`src/rtl/operand_capture.sv`:
```
// Operand capture front end for the sign-magnitude multiplier.
// Synchronizes the switches and the push-button, then debounces the button.
// Two operands are captured on successive presses. After that the block
// issues a start pulse, tracks the busy window and shows the result until
// the next press.
module operand_capture #(
    parameter int DW              = 8,
    parameter int DEBOUNCE_CYCLES = 16
) (
    input  logic          clk,
    input  logic          rst,
    input  logic [DW:0]   i_sw,
    input  logic          i_btn,
    input  logic          i_stop,
    output logic [DW-1:0] o_op_a,
    output logic [DW-1:0] o_op_b,
    output logic          o_sign,
    output logic          o_start,
    output logic          o_busy,
    output logic [2:0]    o_state
);

    localparam int CW = (DEBOUNCE_CYCLES > 1) ? $clog2(DEBOUNCE_CYCLES) : 1;
    localparam logic [CW-1:0] CNT_LAST = CW'(DEBOUNCE_CYCLES - 1);

    typedef enum logic [2:0] {
        S_WAIT_A,
        S_WAIT_B,
        S_START,
        S_RUN,
        S_SHOW
    } state_t;

    state_t        state_reg, state_next;
    logic [DW:0]   sw_meta_reg, sw_sync_reg;
    logic          btn_meta_reg, btn_sync_reg;
    logic [CW-1:0] cnt_reg;
    logic          btn_db_reg;
    logic          btn_ev;
    logic [DW-1:0] op_a_reg, op_b_reg;
    logic          sign_a_reg, sign_reg;
    logic          busy_reg;
    logic          run_first_reg;
    logic [2:0]    led_reg, led_next;

    // Two-flop synchronizers for the switches and the raw button
    always_ff @(posedge clk or negedge rst) begin
        if (!rst) begin
            sw_meta_reg  <= '0;
            sw_sync_reg  <= '0;
            btn_meta_reg <= 1'b0;
            btn_sync_reg <= 1'b0;
        end else begin
            sw_meta_reg  <= i_sw;
            sw_sync_reg  <= sw_meta_reg;
            btn_meta_reg <= i_btn;
            btn_sync_reg <= btn_meta_reg;
        end
    end

    // Debounce: accept a level change only after it stays stable long enough
    always_ff @(posedge clk or negedge rst) begin
        if (!rst) begin
            cnt_reg    <= '0;
            btn_db_reg <= 1'b0;
        end else if (btn_sync_reg == btn_db_reg) begin
            cnt_reg <= '0;
        end else if (cnt_reg == CNT_LAST) begin
            cnt_reg    <= '0;
            btn_db_reg <= ~btn_db_reg;
        end else begin
            cnt_reg <= cnt_reg + 1'b1;
        end
    end

    // The press event fires on the edge where the debounced level goes 0->1
    assign btn_ev = btn_sync_reg && !btn_db_reg && (cnt_reg == CNT_LAST);

    // FSM state register
    always_ff @(posedge clk or negedge rst) begin
        if (!rst) begin
            state_reg <= S_WAIT_A;
        end else begin
            state_reg <= state_next;
        end
    end

    // Next-state logic and status LED decode of the upcoming state
    always_comb begin
        state_next = state_reg;
        led_next   = 3'b000;
        case (state_reg)
            S_WAIT_A: if (btn_ev) state_next = S_WAIT_B;
            S_WAIT_B: if (btn_ev) state_next = S_START;
            S_START:  state_next = S_RUN;
            // A stale stop left over from the previous operation is ignored
            // during the first RUN cycle.
            S_RUN:    if (i_stop && !run_first_reg) state_next = S_SHOW;
            S_SHOW:   if (btn_ev) state_next = S_WAIT_A;
            default:  state_next = S_WAIT_A;
        endcase
        case (state_next)
            S_WAIT_A: led_next = 3'b001;
            S_WAIT_B: led_next = 3'b010;
            S_SHOW:   led_next = 3'b100;
            default:  led_next = 3'b000;
        endcase
    end

    // Operand/sign capture, busy flag and registered status LEDs
    always_ff @(posedge clk or negedge rst) begin
        if (!rst) begin
            op_a_reg      <= '0;
            op_b_reg      <= '0;
            sign_a_reg    <= 1'b0;
            sign_reg      <= 1'b0;
            busy_reg      <= 1'b0;
            run_first_reg <= 1'b0;
            led_reg       <= 3'b001;
        end else begin
            if (btn_ev && state_reg == S_WAIT_A) begin
                op_a_reg   <= sw_sync_reg[DW-1:0];
                sign_a_reg <= sw_sync_reg[DW];
            end
            if (btn_ev && state_reg == S_WAIT_B) begin
                op_b_reg <= sw_sync_reg[DW-1:0];
                sign_reg <= sign_a_reg ^ sw_sync_reg[DW];
            end
            busy_reg      <= (state_next == S_RUN);
            run_first_reg <= (state_reg == S_START);
            led_reg       <= led_next;
        end
    end

    assign o_op_a  = op_a_reg;
    assign o_op_b  = op_b_reg;
    assign o_sign  = sign_reg;
    assign o_start = (state_reg == S_START);
    assign o_busy  = busy_reg;
    assign o_state = led_reg;

endmodule

```
`config.mk`:
```
export PLATFORM = sky130hd
export DESIGN_NAME = operand_capture
export DESIGN_NICKNAME = d
export VERILOG_FILES = /design/src/rtl/operand_capture.sv
export SDC_FILE = /design/constraint.sdc
export NUM_CORES = 1
export LEC_CHECK = 0
export BUFFER_PORTS_ARGS = -buffer_cell sky130_fd_sc_hd__buf_2
export CORE_ASPECT_RATIO = 0.8
export CORE_MARGIN = 2
export CORE_UTILIZATION = 50
export DETAILED_ROUTE_END_ITERATION = 7
export HOLD_SLACK_MARGIN = 0.03
export PLACE_DENSITY = 0.74
export SKIP_CTS_REPAIR_TIMING = 1
export SYNTH_ARGS = -nofsm -noshare
export SYNTH_HDL_FRONTEND = slang
export SYNTH_SLANG_ARGS = --single-unit
```
`constraint.sdc`:
```
create_clock -name clk -period 3 [get_ports clk]
set_input_delay 0.6 -clock clk [delete_from_list [all_inputs] [get_ports clk]]
set_output_delay 0.6 -clock clk [all_outputs]
set_load 0.02 [all_outputs]
```
==> impl_metrics.csv, run 1 <==
group,metric,value,unit
status,status,"completed",
power,vdd_drop_max,350,uV
clocking,clkTransAtPathRegs,90,ps
worst_setup_path,cp_slowest_cell,"dfrtp_1",
grt,grt-ovfl-total,0,
route,drc,0,
clocking,insertion_delay,300,ps
timing,final.period_utilization,61.5,%
synth,ys_types,25,
worst_setup_path,crit_fanout,4,
placement,portBuffers,34,
timing,layout_min_cycle_time,1850,ps
grt,grt_usage,14.7,%
final_layout,drive_gt1_share,44.1,%
clocking,cts_tree,"yes",
timing,timing.slew.headroom,28.8,%
timing,tightest_slew,1070,ps
worst_setup_path,reg2reg_slack,1370,ps
floorplanning,start_util,51.8,%
hold_path,worstHoldPathType,"flop to flop",
final_layout,finalNetCount,159,
worst_setup_path,setup.worst_path.class,"flop to primary output",
timing,rsz0062_at_grt,"no",
power,p_leak,1.09,nW
route,ant_nets,0,
synth,syn-num-nets,119,
route,avgRoutedWirePerCell,14.4,um
synth,yosysWarnings,0,
route,drt_wl_total,2.69,mm
timing,fmax,542,MHz
grt,antenna_found_initial,0,
synth,synth-seq-cells,51,
synth,ys_seq_area_share,72.6,%
grt,first_global_vias,919,
worst_setup_path,worstPathRequired,2400,ps
worst_setup_path,cp_num_buf_inv,2,
floorplanning,row_count,19,
synth,syn_area_per_cell,16.9,um^2
run,max_cap_viol_count,0,
route,vias,920,
route,drt_iter0_drc,72,
worst_setup_path,worstPathArrival,1250,ps
floorplanning,fp.dieW,70.3,um
route,vias_per_cell,4.92,
clocking,cts-root-buf,"clkbuf_8",
timing,fin_hold_ws,354,ps
worst_setup_path,cp_top_family,"flip-flops",
route,first_pass_iters,4,
clocking,clockBufferDepth,2,
timing,fin_tns_setup,0,ps
placement,place.gp.congestion,0.795,
floorplanning,io_pins,35,
floorplanning,core,3400,um^2
worst_setup_path,worstSetupStartpointType,"flop",
clocking,cts.sinks,51,
timing,maxSlewViolCount,0,
timing,skew,7.30,ps
final_layout,syn_to_final_growth,16.8,%
clocking,htreeDepth,2,
floorplanning,die_y,57.1,um
power,powerDensity,543,nW/um^2
worst_setup_path,cp_cell_sequence,"inv_1 > nand2_1 > nor2_1 > buf_2",
floorplanning,dieArea,4010,um^2
timing,setup_viol,0,
synth,synth_area,1760,um^2
synth,netlist_instances,104,
power,power.total,0.00112,W
timing,hold_viol,0,
grt,grt_pass1_wl,4.44,mm
clocking,cts_buffers,5,
grt,grt_max_degree,52,
placement,dp_hpwl,1.82,mm
worst_setup_path,max_stage_delay,420,ps
worst_setup_path,endpoint_kind,"primary output",
final_layout,antenna-diode-count,0,
## path summary, 6_finish.rpt
| path | startpoint | cells past startpoint | end |
|---|---|---|---|
| worst max-delay path | state_reg[2] | 4 | o_start |
| worst min-delay path | sw_meta_reg[7] | 0 | sw_sync_reg[7] |
| worst max register to register | cnt_reg[0] | 4 | o_op_a[2] |
| worst min register to register | sw_meta_reg[7] | 0 | sw_sync_reg[7] |
| max in group asynchronous | rst | 1 | o_op_a[5] |
| min in group asynchronous | rst | 1 | cnt_reg[2] |
## synthesized netlist by cell type (all sizes together)
cell type / number / area [um^2]
a21oi: 2 / 10.0
and4: 1 / 11.3
buf: 1 / 11.3
dfrtp: 50 / 1250
dfstp: 1 / 26.3
ha: 2 / 25.0
inv: 4 / 15.0
mux2: 18 / 233
nand2: 3 / 11.3
nand3: 3 / 27.5
nand3b: 2 / 27.5
nand4b: 1 / 8.76
nor2: 4 / 17.5
nor2b: 1 / 6.26
nor3b: 1 / 7.51
o211ai: 1 / 7.51
o21ai: 2 / 10.0
o22ai: 2 / 12.5
or3: 1 / 6.26
xnor2: 3 / 26.3
xor2: 1 / 8.76
## stage by stage
stage | utilization, % | setup slack [ps] | cell area (um^2) | std cells
3_5_place_dp | 58.0 | 1390 | 1970 | 179
4_1_cts | 60.5 | 1160 | 2060 | 187
3_3_place_gp | 58.0 | 1460 | 1970 | 179
2_1_floorplan | - | 1510 | 1760 | 104
6_report | 60.5 | 1150 | 2060 | 187
5_1_grt | 60.5 | 1080 | 2060 | 187
## worst reg2reg max path, cell delays in order (launching register included)
cell,delay (ps)
dfrtp_1,400
ha_1,250
and4_4,290
nand3b_4,210
mux2_4,360
## layer usage
metal | up-vias | global-route usage (%) | routed length (um)
met5 | - | 0 | 0
met4 | 0 | 6.32 | 44
met3 | 5 | 4.42 | 140
met2 | 28 | 22.0 | 1300
met1 | 457 | 20.2 | 1200
li1 | 430 | - | -
## kinds of logic after synthesis
group	after synthesis	share of synthesized area (%)
buffers and inverters	5	1.49
XOR/XNOR	4	1.99
flip-flops	51	72.6
adder cells (fa/ha/maj)	2	1.42
AO/OA/AOI/OAI	7	2.27
AND/OR/NAND/NOR	17	7.04
multiplexers	18	13.2
## where the power goes
| group | total, W | internal (W) | switching, W |
|---|---|---|---|
| Combinational | 0.0000291 | 0.0000107 | 0.0000185 |
| Sequential | 0.000713 | 0.000704 | 0.00000900 |
| Clock | 0.000376 | 0.000163 | 0.000212 |
| Total | 0.00112 | 0.000878 | 0.000240 |
## layout by cell type, fill, tap and decap left out, types with 2 or more instances in the layout
| master | synthesis | routed |
|---|---|---|
| nand2_1 | 3 | 3 |
| inv_1 | 4 | 4 |
| nor2_1 | 3 | 3 |
| dfrtp_1 | 50 | 50 |
| xnor2_1 | 3 | 3 |
| clkbuf_8 | 0 | 5 |
| a21oi_1 | 2 | 2 |
| o21ai_0 | 2 | 2 |
| ha_1 | 2 | 2 |
| mux2_2 | 10 | 10 |
| mux2_4 | 8 | 8 |
| o22ai_1 | 2 | 2 |
| nand3_1 | 2 | 2 |
| buf_2 | 0 | 34 |
## area by class of cell
class	instances	area, um^2
tap	42	52.6
inverter	4	15.0
fill	279	1340
clock inverter	2	12.5
multi-input combinational	48	457
timing repair buffer	34	170
clock buffer	6	72.6
sequential	51	1280
(Power assumes the default switching activity.)
==> run 2: changes to the inputs <==
--- a/config.mk
+++ b/config.mk
@@ -5,13 +5,14 @@
 export SDC_FILE = /design/constraint.sdc
 export NUM_CORES = 1
 export LEC_CHECK = 0
+export ABC_AREA = 1
 export BUFFER_PORTS_ARGS = -buffer_cell sky130_fd_sc_hd__buf_2
 export CORE_ASPECT_RATIO = 0.8
 export CORE_MARGIN = 2
 export CORE_UTILIZATION = 50
 export DETAILED_ROUTE_END_ITERATION = 7
 export HOLD_SLACK_MARGIN = 0.03
-export PLACE_DENSITY = 0.74
+export PLACE_DENSITY = 0.73
 export SKIP_CTS_REPAIR_TIMING = 1
 export SYNTH_ARGS = -nofsm -noshare
 export SYNTH_HDL_FRONTEND = slang
==> constraint.sdc (replaced) <==
create_clock -name clk -period 1.7 [get_ports clk]
set_input_delay 0.34 -clock clk [delete_from_list [all_inputs] [get_ports clk]]
set_output_delay 0.34 -clock clk [all_outputs]
set_load 0.02 [all_outputs]
==> run 2 against run 1 <==
Against the previous run:
- via count is 14% higher
- sequential share of layout area is 2.3 points lower
- clock skew is 0.88 ps lower
- clock power is 68% higher
- register-to-register slack worse by 1100 ps
- utilization is 0.99 points higher
==> impl_metrics.csv, run 2 <==
group,metric,value,unit
worst_setup_path,endpoint_kind,"primary output",
timing,hold_viol,0,
synth,synth_top_cell_area_share,68.6,%
worst_setup_path,crit_fanout,4,
final_layout,antenna-diode-count,0,
final_layout,seq_area,1280,um^2
hold_path,whs_path_depth,1,
synth,synth-seq-cells,51,
timing,maxSlewViolCount,0,
synth,ys_types,20,
floorplanning,die_y,58.0,um
hold_path,min-delay-start,"i_sw[3]",
route,avgRoutedWirePerCell,11.7,um
synth,yosysWarnings,0,
status,status,"completed",
timing,fin_tns_setup,0,ps
timing,skew,6.42,ps
placement,portBuffers,34,
synth,yosysMostFrequentCell,"dfrtp_1",
timing,timing.slew.headroom,74.0,%
final_layout,n_fill_cell,283,
final_layout,final_cell_mix,"dfrtp_1 (50), buf_2 (34), nand2_1 (23)",
worst_setup_path,setup.worst_path.class,"flop to primary output",
worst_setup_path,worstPathRequired,1360,ps
synth,ys_async_sr_fraction,100,%
synth,synth_area,1820,um^2
floorplanning,fp.dieW,71.5,um
worst_setup_path,crit-reg2reg-launch,"cnt_reg[0]",
route,vias,1049,
power,switching_share,23.6,%
route,dr.max_layer_used,"met4",
timing,fmax,662,MHz
worst_setup_path,worstSetupStartpointType,"flop",
worst_setup_path,cp_cell_sequence,"inv_2 > nand2_1 > nor2_1 > buf_2",
worst_setup_path,cp_slowest_cell,"dfrtp_1",
synth,ys.flop_type,"dfrtp_1",
final_layout,final_common_cell,"dfrtp_1",
run,max_cap_viol_count,0,
clocking,cts_tree,"yes",
final_layout,drive_gt1_share,36.2,%
timing,layout_min_cycle_time,1510,ps
floorplanning,row_count,19,
grt,grt_max_degree,52,
synth,synth_top_cell_by_area,"dfrtp_1",
floorplanning,core,3470,um^2
route,ant_nets,0,
power,p_comb_share,9.7,%
synth,synth_common_cells,"dfrtp_1 (50), nand2_1 (23), inv_1 (18)",
synth,ys_seq_area_share,70.0,%
route,wl_met2,1.29,mm
clocking,insertion_delay,290,ps
timing,final.period_utilization,88.8,%
power,pwr-share-seq,61.0,%
grt,first_global_vias,1034,
grt,grt-ovfl-total,0,
timing,rsz0062_at_grt,"no",
worst_setup_path,cp_num_buf_inv,2,
synth,synth_area_leaders,"dfrtp_1 (69%), o21ai_2 (8.2%), nand2_1 (4.7%), inv_1 (3.7%), nor2_1 (2.1%)",
timing,setup_viol,0,
floorplanning,dieArea,4150,um^2
placement,place.gp.congestion,0.797,
synth,netlist_instances,146,
grt,grt_usage,15.1,%
route,drc,0,
clocking,htreeDepth,2,
final_layout,postLayoutCoreUtil,61.5,%
worst_setup_path,cp_top_family,"flip-flops",
synth,syn_area_per_cell,12.5,um^2
worst_setup_path,max_stage_delay,400,ps
power,netSwitchingPower,0.000509,W
final_layout,finalNetCount,202,
grt,antenna_found_initial,0,
power,p_int,0.00164,W
hold_path,hold_path_end,"sw_meta_reg[3]",
power,vdd_drop_max,618,uV
worst_setup_path,worstPathArrival,1170,ps
route,vias_per_cell,4.56,
route,drt_iter0_drc,75,
route,first_pass_iters,4,
placement,dp_hpwl,1.88,mm
clocking,clkTransAtPathRegs,80,ps
clocking,cts-root-buf,"clkbuf_8",
route,drt_wl_total,2.70,mm
power,power_frac_clock,29.3,%
power,p_leak,1.18,nW
worst_setup_path,rr_endpoint,"o_op_b[0]",
route,met3_length,159,um
clocking,cts_buffers,5,
final_layout,multiInputGateArea,442,um^2
worst_setup_path,reg2reg_slack,290,ps
power,powerDensity,1010,nW/um^2
worst_setup_path,r2r_cells,6,
clocking,clockBufferDepth,2,
floorplanning,start_util,52.6,%
clocking,cts.sinks,51,
synth,synth_edf_count,0,
floorplanning,io_pins,35,
synth,syn-num-nets,161,
final_layout,syn_to_final_growth,17.0,%
timing,tightest_slew,390,ps
route,met1_length,1.21,mm
grt,grt_pass1_wl,4.68,mm
hold_path,worstHoldPathType,"input pin to flop",
run 2: layout make-up:
cell class / count / share of cell area, %
tap: 42 / 2.46
inverter: 22 / 3.87
timing repair buffer: 36 / 9.38
clock buffer: 8 / 3.75
sequential: 51 / 59.8
multi-input combinational: 71 / 20.7
run 2: worst max-delay path by stage:
stage	cells past startpoint	from	end
after global placement	6	cnt_reg[0]	o_op_b[6]
final	4	state_reg[2]	o_start
after CTS	4	state_reg[2]	o_start
after global routing	4	state_reg[2]	o_start
after floorplan	8	btn_db_reg	o_op_b[7]
after detailed placement	6	cnt_reg[0]	o_sign
run 2: cell families (layout without fill, tap and decap cells):
kind of cell	Yosys count	in the layout	synth area share, %
buffers and inverters	24	66	5.76
and+or+nand+nor	46	46	12.4
xor gates and xnor gates	3	3	1.44
AOI/OAI and AO/OA	20	20	8.98
DFF	51	51	70.0
adders and majority gates	2	2	1.37
run 2: power groups by stage:
stage	Combinational [W]	Sequential, W	Clock, W
6_report	0.000210	0.00131	0.000631
5_1_grt	0.000237	0.00132	0.000717
4_1_cts	0.000212	0.00131	0.000653
3_5_place_dp	0.000210	0.00134	0
3_3_place_gp	0.000206	0.00133	0
2_1_floorplan	0.000102	0.00136	0
run 2: stage by stage:
stage	hold slack (ps)	setup slack, ps	std cells	area [um^2]	power (W)
5_1_grt	128	138	230	2130	0.00228
2_1_floorplan	44.4	425	146	1820	0.00146
4_1_cts	32.4	190	229	2120	0.00218
6_report	149	190	230	2130	0.00215
3_5_place_dp	336	314	221	2040	0.00155
3_3_place_gp	331	353	221	2040	0.00154
run 2: layer usage:
metal  track usage (%)  vias to the layer above
met1              19.5                      482
met2              23.4                       28
met4              6.47                        0
met3              5.22                        7
met5                 0                        -
li1                  -                      532
